$ cat src/rtl/branch_pkg.sv
// rtl/branch_pkg.sv - shared encodings and counter helpers for the branch resolver
//
// Holds the id_op encoding, the 2-bit prediction counter type and its
// reset/saturation constants, and the saturating counter update function.
package branch_pkg;

  localparam logic [1:0] OP_BEQ = 2'b00;
  localparam logic [1:0] OP_BNE = 2'b01;
  localparam logic [1:0] OP_BLT = 2'b10;
  localparam logic [1:0] OP_BGE = 2'b11;

  typedef logic [1:0] bht_cnt_t;

  localparam bht_cnt_t CNT_WEAK_NT = 2'b01;
  localparam bht_cnt_t CNT_MAX     = 2'b11;

  // Saturating 2-bit update: up on taken, down on not-taken.
  function automatic bht_cnt_t cnt_next(input bht_cnt_t cnt, input logic taken);
    bht_cnt_t nxt;
    nxt = cnt;
    if (taken) begin
      if (cnt != CNT_MAX) nxt = cnt + 2'b01;
    end else begin
      if (cnt != 2'b00) nxt = cnt - 2'b01;
    end
    return nxt;
  endfunction

endpackage

$ cat src/rtl/branch_compare.sv
// rtl/branch_compare.sv - signed branch condition evaluator
//
// Purpose: combinational outcome of BEQ/BNE/BLT/BGE on signed operands.
// Ports:
//   op    in  2       branch opcode (OP_BEQ/OP_BNE/OP_BLT/OP_BGE)
//   rs    in  DATA_W  first signed operand
//   rt    in  DATA_W  second signed operand
//   taken out 1       branch condition holds
module branch_compare
  import branch_pkg::*;
#(
  parameter int DATA_W = 8
) (
  input  logic              [1:0]        op,
  input  logic signed       [DATA_W-1:0] rs,
  input  logic signed       [DATA_W-1:0] rt,
  output logic                           taken
);

  always_comb begin
    taken = 1'b0;
    case (op)
      OP_BEQ:  taken = (rs == rt);
      OP_BNE:  taken = (rs != rt);
      OP_BLT:  taken = (rs < rt);
      OP_BGE:  taken = (rs >= rt);
      default: taken = 1'b0;
    endcase
  end

endmodule

$ cat src/rtl/branch_resolve_unit.sv
// rtl/branch_resolve_unit.sv - ID-stage branch resolver with optional prediction table
//
// Purpose: resolves the branch in ID, detects mispredictions against the
// prediction carried from IF, issues a registered redirect + IF/ID flush,
// counts mispredicts and (with BRANCH_PREDICT_EN defined) owns the 2-bit
// counter / target table that IF reads combinationally.
// Configuration macro: BRANCH_PREDICT_EN (undefined: static not-taken,
// pred_taken/pred_target tied to 0).
// Ports:
//   clk, rst_n                 clock, synchronous active-low reset
//   if_pc                      fetch PC for table lookup
//   pred_taken, pred_target    combinational prediction for if_pc
//   id_valid, id_op, id_pc     branch in ID, opcode, PC
//   id_offset                  signed PC-relative offset
//   id_rs, id_rt               signed operands
//   id_pred_taken/_target      prediction carried from IF
//   id_stall                   hold resolution until operands arrive
//   redirect_valid/_pc         registered fetch redirect
//   ifid_flush                 registered IF/ID squash
//   mispredict_cnt             saturating mispredict count
module branch_resolve_unit
  import branch_pkg::*;
#(
  parameter int DATA_W    = 8,
  parameter int ADDR_W    = 8,
  parameter int BHT_DEPTH = 16,
  parameter int CNT_W     = 16
) (
  input  logic              clk,
  input  logic              rst_n,
  input  logic [ADDR_W-1:0] if_pc,
  output logic              pred_taken,
  output logic [ADDR_W-1:0] pred_target,
  input  logic              id_valid,
  input  logic [1:0]        id_op,
  input  logic [ADDR_W-1:0] id_pc,
  input  logic [ADDR_W-1:0] id_offset,
  input  logic [DATA_W-1:0] id_rs,
  input  logic [DATA_W-1:0] id_rt,
  input  logic              id_pred_taken,
  input  logic [ADDR_W-1:0] id_pred_target,
  input  logic              id_stall,
  output logic              redirect_valid,
  output logic [ADDR_W-1:0] redirect_pc,
  output logic              ifid_flush,
  output logic [CNT_W-1:0]  mispredict_cnt
);

  localparam int IDX_W = $clog2(BHT_DEPTH);

  logic              taken;
  logic              resolve;
  logic              mispredict;
  logic [ADDR_W-1:0] target;
  logic [ADDR_W-1:0] fallthru;
  logic [ADDR_W-1:0] corrected_pc;

  branch_compare #(
    .DATA_W(DATA_W)
  ) u_compare (
    .op    (id_op),
    .rs    (id_rs),
    .rt    (id_rt),
    .taken (taken)
  );

  assign target       = id_pc + id_offset;
  assign fallthru     = id_pc + ADDR_W'(1);
  assign corrected_pc = taken ? target : fallthru;

  // While a redirect is in flight the ID instruction is wrong-path.
  assign resolve = id_valid & ~id_stall & ~redirect_valid;

  assign mispredict = (taken != id_pred_taken) ||
                      (taken && id_pred_taken && (id_pred_target != target));

  always_ff @(posedge clk) begin
    if (!rst_n) begin
      redirect_valid <= 1'b0;
      ifid_flush     <= 1'b0;
      redirect_pc    <= '0;
      mispredict_cnt <= '0;
    end else begin
      redirect_valid <= resolve & mispredict;
      ifid_flush     <= resolve & mispredict;
      if (resolve && mispredict) begin
        redirect_pc <= corrected_pc;
        if (mispredict_cnt != '1) mispredict_cnt <= mispredict_cnt + CNT_W'(1);
      end
    end
  end

`ifdef BRANCH_PREDICT_EN
  bht_cnt_t          bht_cnt [BHT_DEPTH];
  logic [ADDR_W-1:0] bht_tgt [BHT_DEPTH];
  logic [IDX_W-1:0]  rd_idx;
  logic [IDX_W-1:0]  wr_idx;
  logic              unused_if_pc;

  assign rd_idx       = if_pc[IDX_W-1:0];
  assign wr_idx       = id_pc[IDX_W-1:0];
  assign unused_if_pc = ^if_pc;

  // Lookup reads the registered table, so a same-index update in this
  // cycle is only visible from the next cycle on.
  assign pred_taken  = bht_cnt[rd_idx][1];
  assign pred_target = bht_tgt[rd_idx];

  always_ff @(posedge clk) begin
    if (!rst_n) begin
      for (int i = 0; i < BHT_DEPTH; i++) begin
        bht_cnt[i] <= CNT_WEAK_NT;
        bht_tgt[i] <= '0;
      end
    end else if (resolve) begin
      bht_cnt[wr_idx] <= cnt_next(bht_cnt[wr_idx], taken);
      if (taken) bht_tgt[wr_idx] <= target;
    end
  end
`else
  logic             unused_if_pc;
  logic [IDX_W-1:0] unused_idx;

  assign unused_if_pc = ^if_pc;
  assign unused_idx   = if_pc[IDX_W-1:0];
  assign pred_taken   = 1'b0;
  assign pred_target  = '0;
`endif

endmodule

$ cat config.mk
export PLATFORM = sky130hd
export DESIGN_NAME = branch_resolve_unit
export DESIGN_NICKNAME = d
export VERILOG_FILES = /design/src/rtl/branch_pkg.sv /design/src/rtl/branch_compare.sv /design/src/rtl/branch_resolve_unit.sv
export SDC_FILE = /design/constraint.sdc
export NUM_CORES = 1
export LEC_CHECK = 0
export BUFFER_PORTS_ARGS = -buffer_cell sky130_fd_sc_hd__buf_2
export CAP_MARGIN = 20
export CORE_MARGIN = 3
export CORE_UTILIZATION = 55
export CTS_BUF_LIST = sky130_fd_sc_hd__clkbuf_4
export CTS_CLUSTER_SIZE = 40
export DETAILED_ROUTE_END_ITERATION = 10
export PLACE_DENSITY = 0.9
export SYNTH_ARGS = -nofsm -noshare
export SYNTH_HDL_FRONTEND = slang
export SYNTH_SLANG_ARGS = --single-unit
export TNS_END_PERCENT = 10
$ cat constraint.sdc
create_clock -name clk -period 11.25 [get_ports clk]
set_clock_uncertainty 0.1 [all_clocks]
set_input_delay 1.6875 -clock clk [delete_from_list [all_inputs] [get_ports clk]]
set_output_delay 1.6875 -clock clk [all_outputs]
set_load 0.005 [all_outputs]
# After elaboration in Yosys (flattened, before gate mapping)

Cells that the tools add are included.

Flip-flop bits (word level): 25
Latch bits: 0
RAM bits: 0
Memory bits (read-only): 0
Input port bits: 55
Memories kept: 0

Add/sub/neg operators: 3
Multipliers: 0
Div/mod/pow operators: 0
Magnitude comparators: 2
Equality and inequality tests: 8
Shift-type cells: 0
Multiplexer cells: 2
Bitwise gates (word level): 5
Reductions and logical operators: 6

Operator list:

| cell                    | count |
|---|---|
| $add A16 B1 Y16 const B | 1 |
| $ne A16 B16 Y1 const B  | 1 |
| $ne A8 B8 Y1            | 2 |
| $add A8 B1 Y8 const B   | 1 |
| $add A8 B8 Y8           | 1 |
| $eq A8 B8 Y1            | 1 |
| $ge A8 B8 Y1            | 1 |
| $lt A8 B8 Y1            | 1 |
| $mux W8                 | 1 |
| $eq A2 B2 Y1 const B    | 2 |
| $pmux W1 S4             | 1 |
| $and A1 B1 Y1           | 3 |
| $logic_and A1 B1 Y1     | 3 |
| $eq A2 B1 Y1 const B    | 1 |
| $logic_not A2 Y1        | 1 |
| $not A1 Y1              | 2 |
| $reduce_and A2 Y1       | 1 |
| $logic_or A1 B1 Y1      | 1 |
| $ne A1 B1 Y1            | 1 |

# Logic depth before layout (Yosys ltp)

Word-level depth: 7
Gate-level depth with buffers: 17
Mapped depth without buffers: 15

# Hierarchy

Synthesis repeated with hierarchy kept, for this count alone.

Cells, all modules: 286
Area total of the unflattened synthesis: 2,282.2 µm²

Modules (own cells, without submodules):

| module              | times used | cells an instance | area each (µm²) | sequential area each (µm²) |
|---|---|---|---|---|
| branch_resolve_unit | 1          | 249               | 2,014.4         | 500.5 |
| branch_compare      | 1          | 37                | 267.8           | 0.0 |

# Worst setup path before layout

OpenSTA, ideal clock, no wires.

Path kind: input-to-reg
From: input id_rt[5]
To: register redirect_pc[7]
Arrival time: 5.223 ns
Required time: 11.035 ns
Setup slack: 5.811 ns
Stages: 16
Cells stage by stage: inv_1 -> ha_1 -> or4_1 -> o31a_1 -> o21ai_1 -> and2_1 -> buf_2 -> ha_1 -> inv_1 -> o311a_1 -> nand4_1 -> or4_1 -> o31ai_4 -> buf_6 -> nor2_1 -> a31o_1

Word-level cells in the longest chain between the ends: 6
Elaborated cells between the ends (all ways): 11

Ends and longest elaborated chain:

| what                                       | line                      | text |
|---|---|---|
| start: declaration                         | branch_resolve_unit.sv:39 | `input logic [DATA_W-1:0] id_rt,` |
| $ge A8 B8 Y1, or another cell as far along | branch_compare.sv:26      | `OP_BGE: taken = (rs >= rt);` |
| $pmux W1 S4 *                              | branch_compare.sv:22      | `case (op)` |
| $logic_and A1 B1 Y1 (2 in series)          | branch_resolve_unit.sv:75 | `(taken && id_pred_taken && (id_pred_target != target));` |
| $logic_or A1 B1 Y1                         | branch_resolve_unit.sv:74 | `assign mispredict = (taken != id_pred_taken) \|\|` |
| $logic_and A1 B1 Y1                        | branch_resolve_unit.sv:86 | `if (resolve && mispredict) begin` |
| end signal: assignment                     | branch_resolve_unit.sv:87 | `redirect_pc <= corrected_pc;` |
| end: declaration                           | branch_resolve_unit.sv:44 | `output logic [ADDR_W-1:0] redirect_pc,` |

Every way passes the cells marked *; elsewhere a longest branch is shown, timed or not.
A chain may end at the register's enable or synchronous reset.

# Worst setup path in the final report

From: input id_rs[5]
To: register mispredict_cnt[1]

Word-level cells in the longest chain between the ends: 7
Elaborated cells between the ends (all ways): 11

Ends and longest elaborated chain:

| what                                       | line                      | text |
|---|---|---|
| start: declaration                         | branch_resolve_unit.sv:38 | `input logic [DATA_W-1:0] id_rs,` |
| $ge A8 B8 Y1, or another cell as far along | branch_compare.sv:26      |  |
| $pmux W1 S4 *                              | branch_compare.sv:22      |  |
| $logic_and A1 B1 Y1 (2 in series)          | branch_resolve_unit.sv:75 |  |
| $logic_or A1 B1 Y1 *                       | branch_resolve_unit.sv:74 |  |
| $logic_and A1 B1 Y1 *                      | branch_resolve_unit.sv:86 |  |
| $reduce_and A2 Y1 (no line) *              | n/a                       |  |
| end signal: assignment                     | branch_resolve_unit.sv:88 | `if (mispredict_cnt != '1) mispredict_cnt <= mispredict_cnt + CNT_W'(1);` |
| end: declaration                           | branch_resolve_unit.sv:46 | `output logic [CNT_W-1:0] mispredict_cnt` |

Marked as above.

==> impl_metrics.py <==
metrics = {
    "detailed_routing": {
        "drtIter0Drc": 143,
        "drt_pass1_iterations": 5,
        "dr_total_vias": 2311,
        "drtAntennaViolNets": 0,
        "wl_per_cell_um": 13.5,
        "drt_wl_total_mm": 5.31,
        "drc": 0,
        "routed_via_density": 5.87,
    },
    "timing": {
        "slew_viol_final": 0,
        "tightestPinTransition_ns": 0.737,
        "totalNegativeSetupSlack_ns": 0,
        "finalSetupViolations": 0,
        "rsz0062_at_grt": "no",
        "hold_viol_final": 0,
        "fmax_ghz": 0.178,
        "timing.final.crit_share_pct": 50.0,
        "maxSlewHeadroom_pct": 50.7,
        "finalWorstSetupSlack_ns": 5.63,
        "min_period_ns": 5.62,
    },
    "finish": {
        "insertedDiodeCount": 0,
        "nets": 421,
        "n_fill_cell": 313,
        "instances_no_fill": 394,
        "area_growth_pct": 14.6,
        "drive_above_1_share_pct": 23.1,
    },
    "grt": {
        "grt_overflow": 0,
        "grt_max_degree": 38,
        "grt_pass1_vias": 2053,
        "antenna_found_initial": 0,
        "grt_pass1_wl_mm": 8.76,
        "grt_usage_pct": 21.0,
    },
    "power_and_ir_drop": {
        "powerDensity_nw_per_um2": 82.6,
        "p_leak_nw": 1.17,
        "peakVddDrop_uv": 92.6,
    },
    "floorplan": {
        "start_util_pct": 59.8,
        "die-area_um2": 4970,
        "fp.dieW_um": 70.5,
        "core.rowCount": 22,
        "ioPinCount": 90,
        "core_um2": 3830,
        "die_h_um": 70.5,
    },
    "critical_path": {
        "r2r_cells": 6,
        "cp.arrival_ns": 5.74,
        "cp_cell_sequence": "buf_2 > ha_1 > or4_1 > o31a_1 > o21ai_1 > and2_1 > ha_1 > inv_1 > o311a_1 > nand4_1 > or4_1 > o31ai_4 > buf_4 > nor2_1 > mux2i_1",
        "critPathRequiredTime_ns": 11.37,
        "worstPathMaxFanout": 37,
        "critPathMaxStageDelay_ns": 0.60,
        "critPathLaunchType": "input pin",
        "crit_type": "input pin to register",
        "end_kind": "register",
        "cp_slowest_cell": "or4_1",
    },
    "synthesis": {
        "ys_types": 57,
        "yosysWarningCount": 0,
        "yosys.area.top_type_share_pct": 21.9,
        "ys_async_sr_fraction_pct": 0,
        "synth_seq_cells": 25,
        "syn_area_per_cell_um2": 8.05,
        "synth_area_leaders": "dfxtp_1 22%, ha_1 9.8%, xnor2_1 5.0%",
        "synth_flop_cell": "dfxtp_1",
        "postSynthCellCount": 284,
        "synth-edff-count": 0,
        "synth_top_cell_by_area": "dfxtp_1",
        "netlist_area_um2": 2290,
        "ys_seq_area_share_pct": 21.9,
    },
    "min_path": {
        "holdPathStages": 2,
        "hp-class": "register to register",
    },
    "clock_network": {
        "clkSlewWorstSetupHoldPaths_ns": 0.15,
        "numCtsBuffers": 3,
        "cts_max_level": 1,
        "cts_tree": "yes",
        "ctsHoldBuffers": 0,
        "cts_max_path_buffers": 2,
        "clockRootBuffer": "clkbuf_4",
        "cts_resized": 0,
        "post-cts-setup-buffer-count": 0,
        "cts.sinks": 25,
        "clock_latency_ns": 0.34,
    },
    "job": {
        "drv_cap": 0,
    },
    "place": {
        "placed_cells": 390,
        "hpwlAfterDp_mm": 4.22,
        "port_buffers": 72,
        "gp_congestion": 0.922,
        "dp_worst_setup_slack_ns": 5.28,
    },
    "outcome": {
        "status": "finished, final reports clean",
    },
}
[metrics by stage]
step | utilization, % | power [mW] | hold slack [ns] | instance area [um2]
after floorplan | - | 0.156 | 0.348 | 2320
after global placement | 67.7 | 0.173 | 0.341 | 2590
after detailed placement | 67.7 | 0.176 | 0.343 | 2590
after CTS | 68.5 | 0.217 | 0.365 | 2620
after global routing | 68.5 | 0.229 | 0.392 | 2620
final | 68.5 | 0.217 | 0.362 | 2620
[registers in the layout, indices dropped and copies added (netlist names)]
| register | flops |
|---|---|
| ifid_flush | 1 |
| mispredict_cnt | 16 |
| redirect_pc | 8 |
[per-layer routing]
layer / track usage, % / part of all wire [%] / vias to the layer above
li1: - / - / 1152
met1: 26.5 / 43 / 1048
met2: 35.6 / 48 / 98
met3: 4.17 / 7.4 / 13
met4: 7.02 / 2.1 / 0
met5: 0 / 0 / -
[report_power, final]
part	total, mW	internal, mW	leakage [nW]	switching [mW]
sequential	0.0933	0.0915	0.202	0.00184
clock	0.0422	0.0137	0.0139	0.0285
combinational	0.0810	0.0370	0.957	0.0440
total	0.217	0.142	1.17	0.0744
[layout make-up]
class                      instances  area, um2  area share [%]
multi-input combinational        231       1610            61.6
sequential                        25        500            19.1
timing repair buffer              73        368            14.0
tap                               48       60.1            2.29
inverter                          13       48.8            1.86
clock buffer                       3       22.5           0.860
clock inverter                     1       7.51           0.287
[cells by family after synthesis]
group | count (synthesis) | share of synthesized area (%)
xor gates and xnor gates | 21 | 8.64
AOI/OAI and AO/OA | 66 | 21.0
buffers and inverters | 36 | 8.92
adders and majority gates | 19 | 10.7
muxes | 11 | 4.87
DFF | 25 | 21.9
other | 1 | 0.164
and+or+nand+nor | 105 | 23.8
[synthesized netlist by cell type (2+ instances only)]
library cell	number
o31ai_1	5
or4_1	5
o41ai_1	3
buf_6	3
mux2i_1	10
inv_1	12
ha_1	18
nand4_1	6
a211oi_1	3
xor2_1	7
o2bb2ai_1	2
nor2_1	19
nand3_1	12
a211o_1	5
clkbuf_1	5
nor3b_1	2
nor3_1	8
xnor2_1	13
nand2b_1	12
and3_1	6
nand2_1	24
o211a_1	2
a21oi_1	17
and2_1	3
nor4b_1	2
o311ai_0	2
o21bai_1	2
buf_2	3
buf_4	11
dfxtp_1	25
nor4_1	2
o211ai_1	3
o21ai_0	8
[path summary, 6_finish.rpt]
check / start / endpoint / slack [ns]
setup / recovery: id_rs[5] / mispredict_cnt[1] / 5.63
hold / removal: redirect_pc[6] / redirect_pc[6] / 0.36
setup reg to reg: mispredict_cnt[7] / mispredict_cnt[1] / 8.97
hold reg to reg: redirect_pc[6] / redirect_pc[6] / 0.36
[cell usage in the layout, fill, tap and decap left out, types with 9 or more instances in the layout]
cell / count
buf_2: 72
xnor2_1: 13
mux2i_1: 10
inv_1: 12
ha_1: 18
nand2_1: 24
nand3_1: 12
conb_1: 9
a21oi_1: 17
nor2_1: 19
nand2b_1: 12
dfxtp_1: 25
[worst max-delay path, delay by kind of cell]
kind	cells	cell delay, ns
adder cells (fa/ha/maj)	2	0.50
multiplexers	1	0.16
AO/OA/AOI/OAI	4	1.15
buffers and inverters	3	0.53
AND/OR/NAND/NOR	5	1.70
No activity file was read; power rests on OpenSTA's default activity.
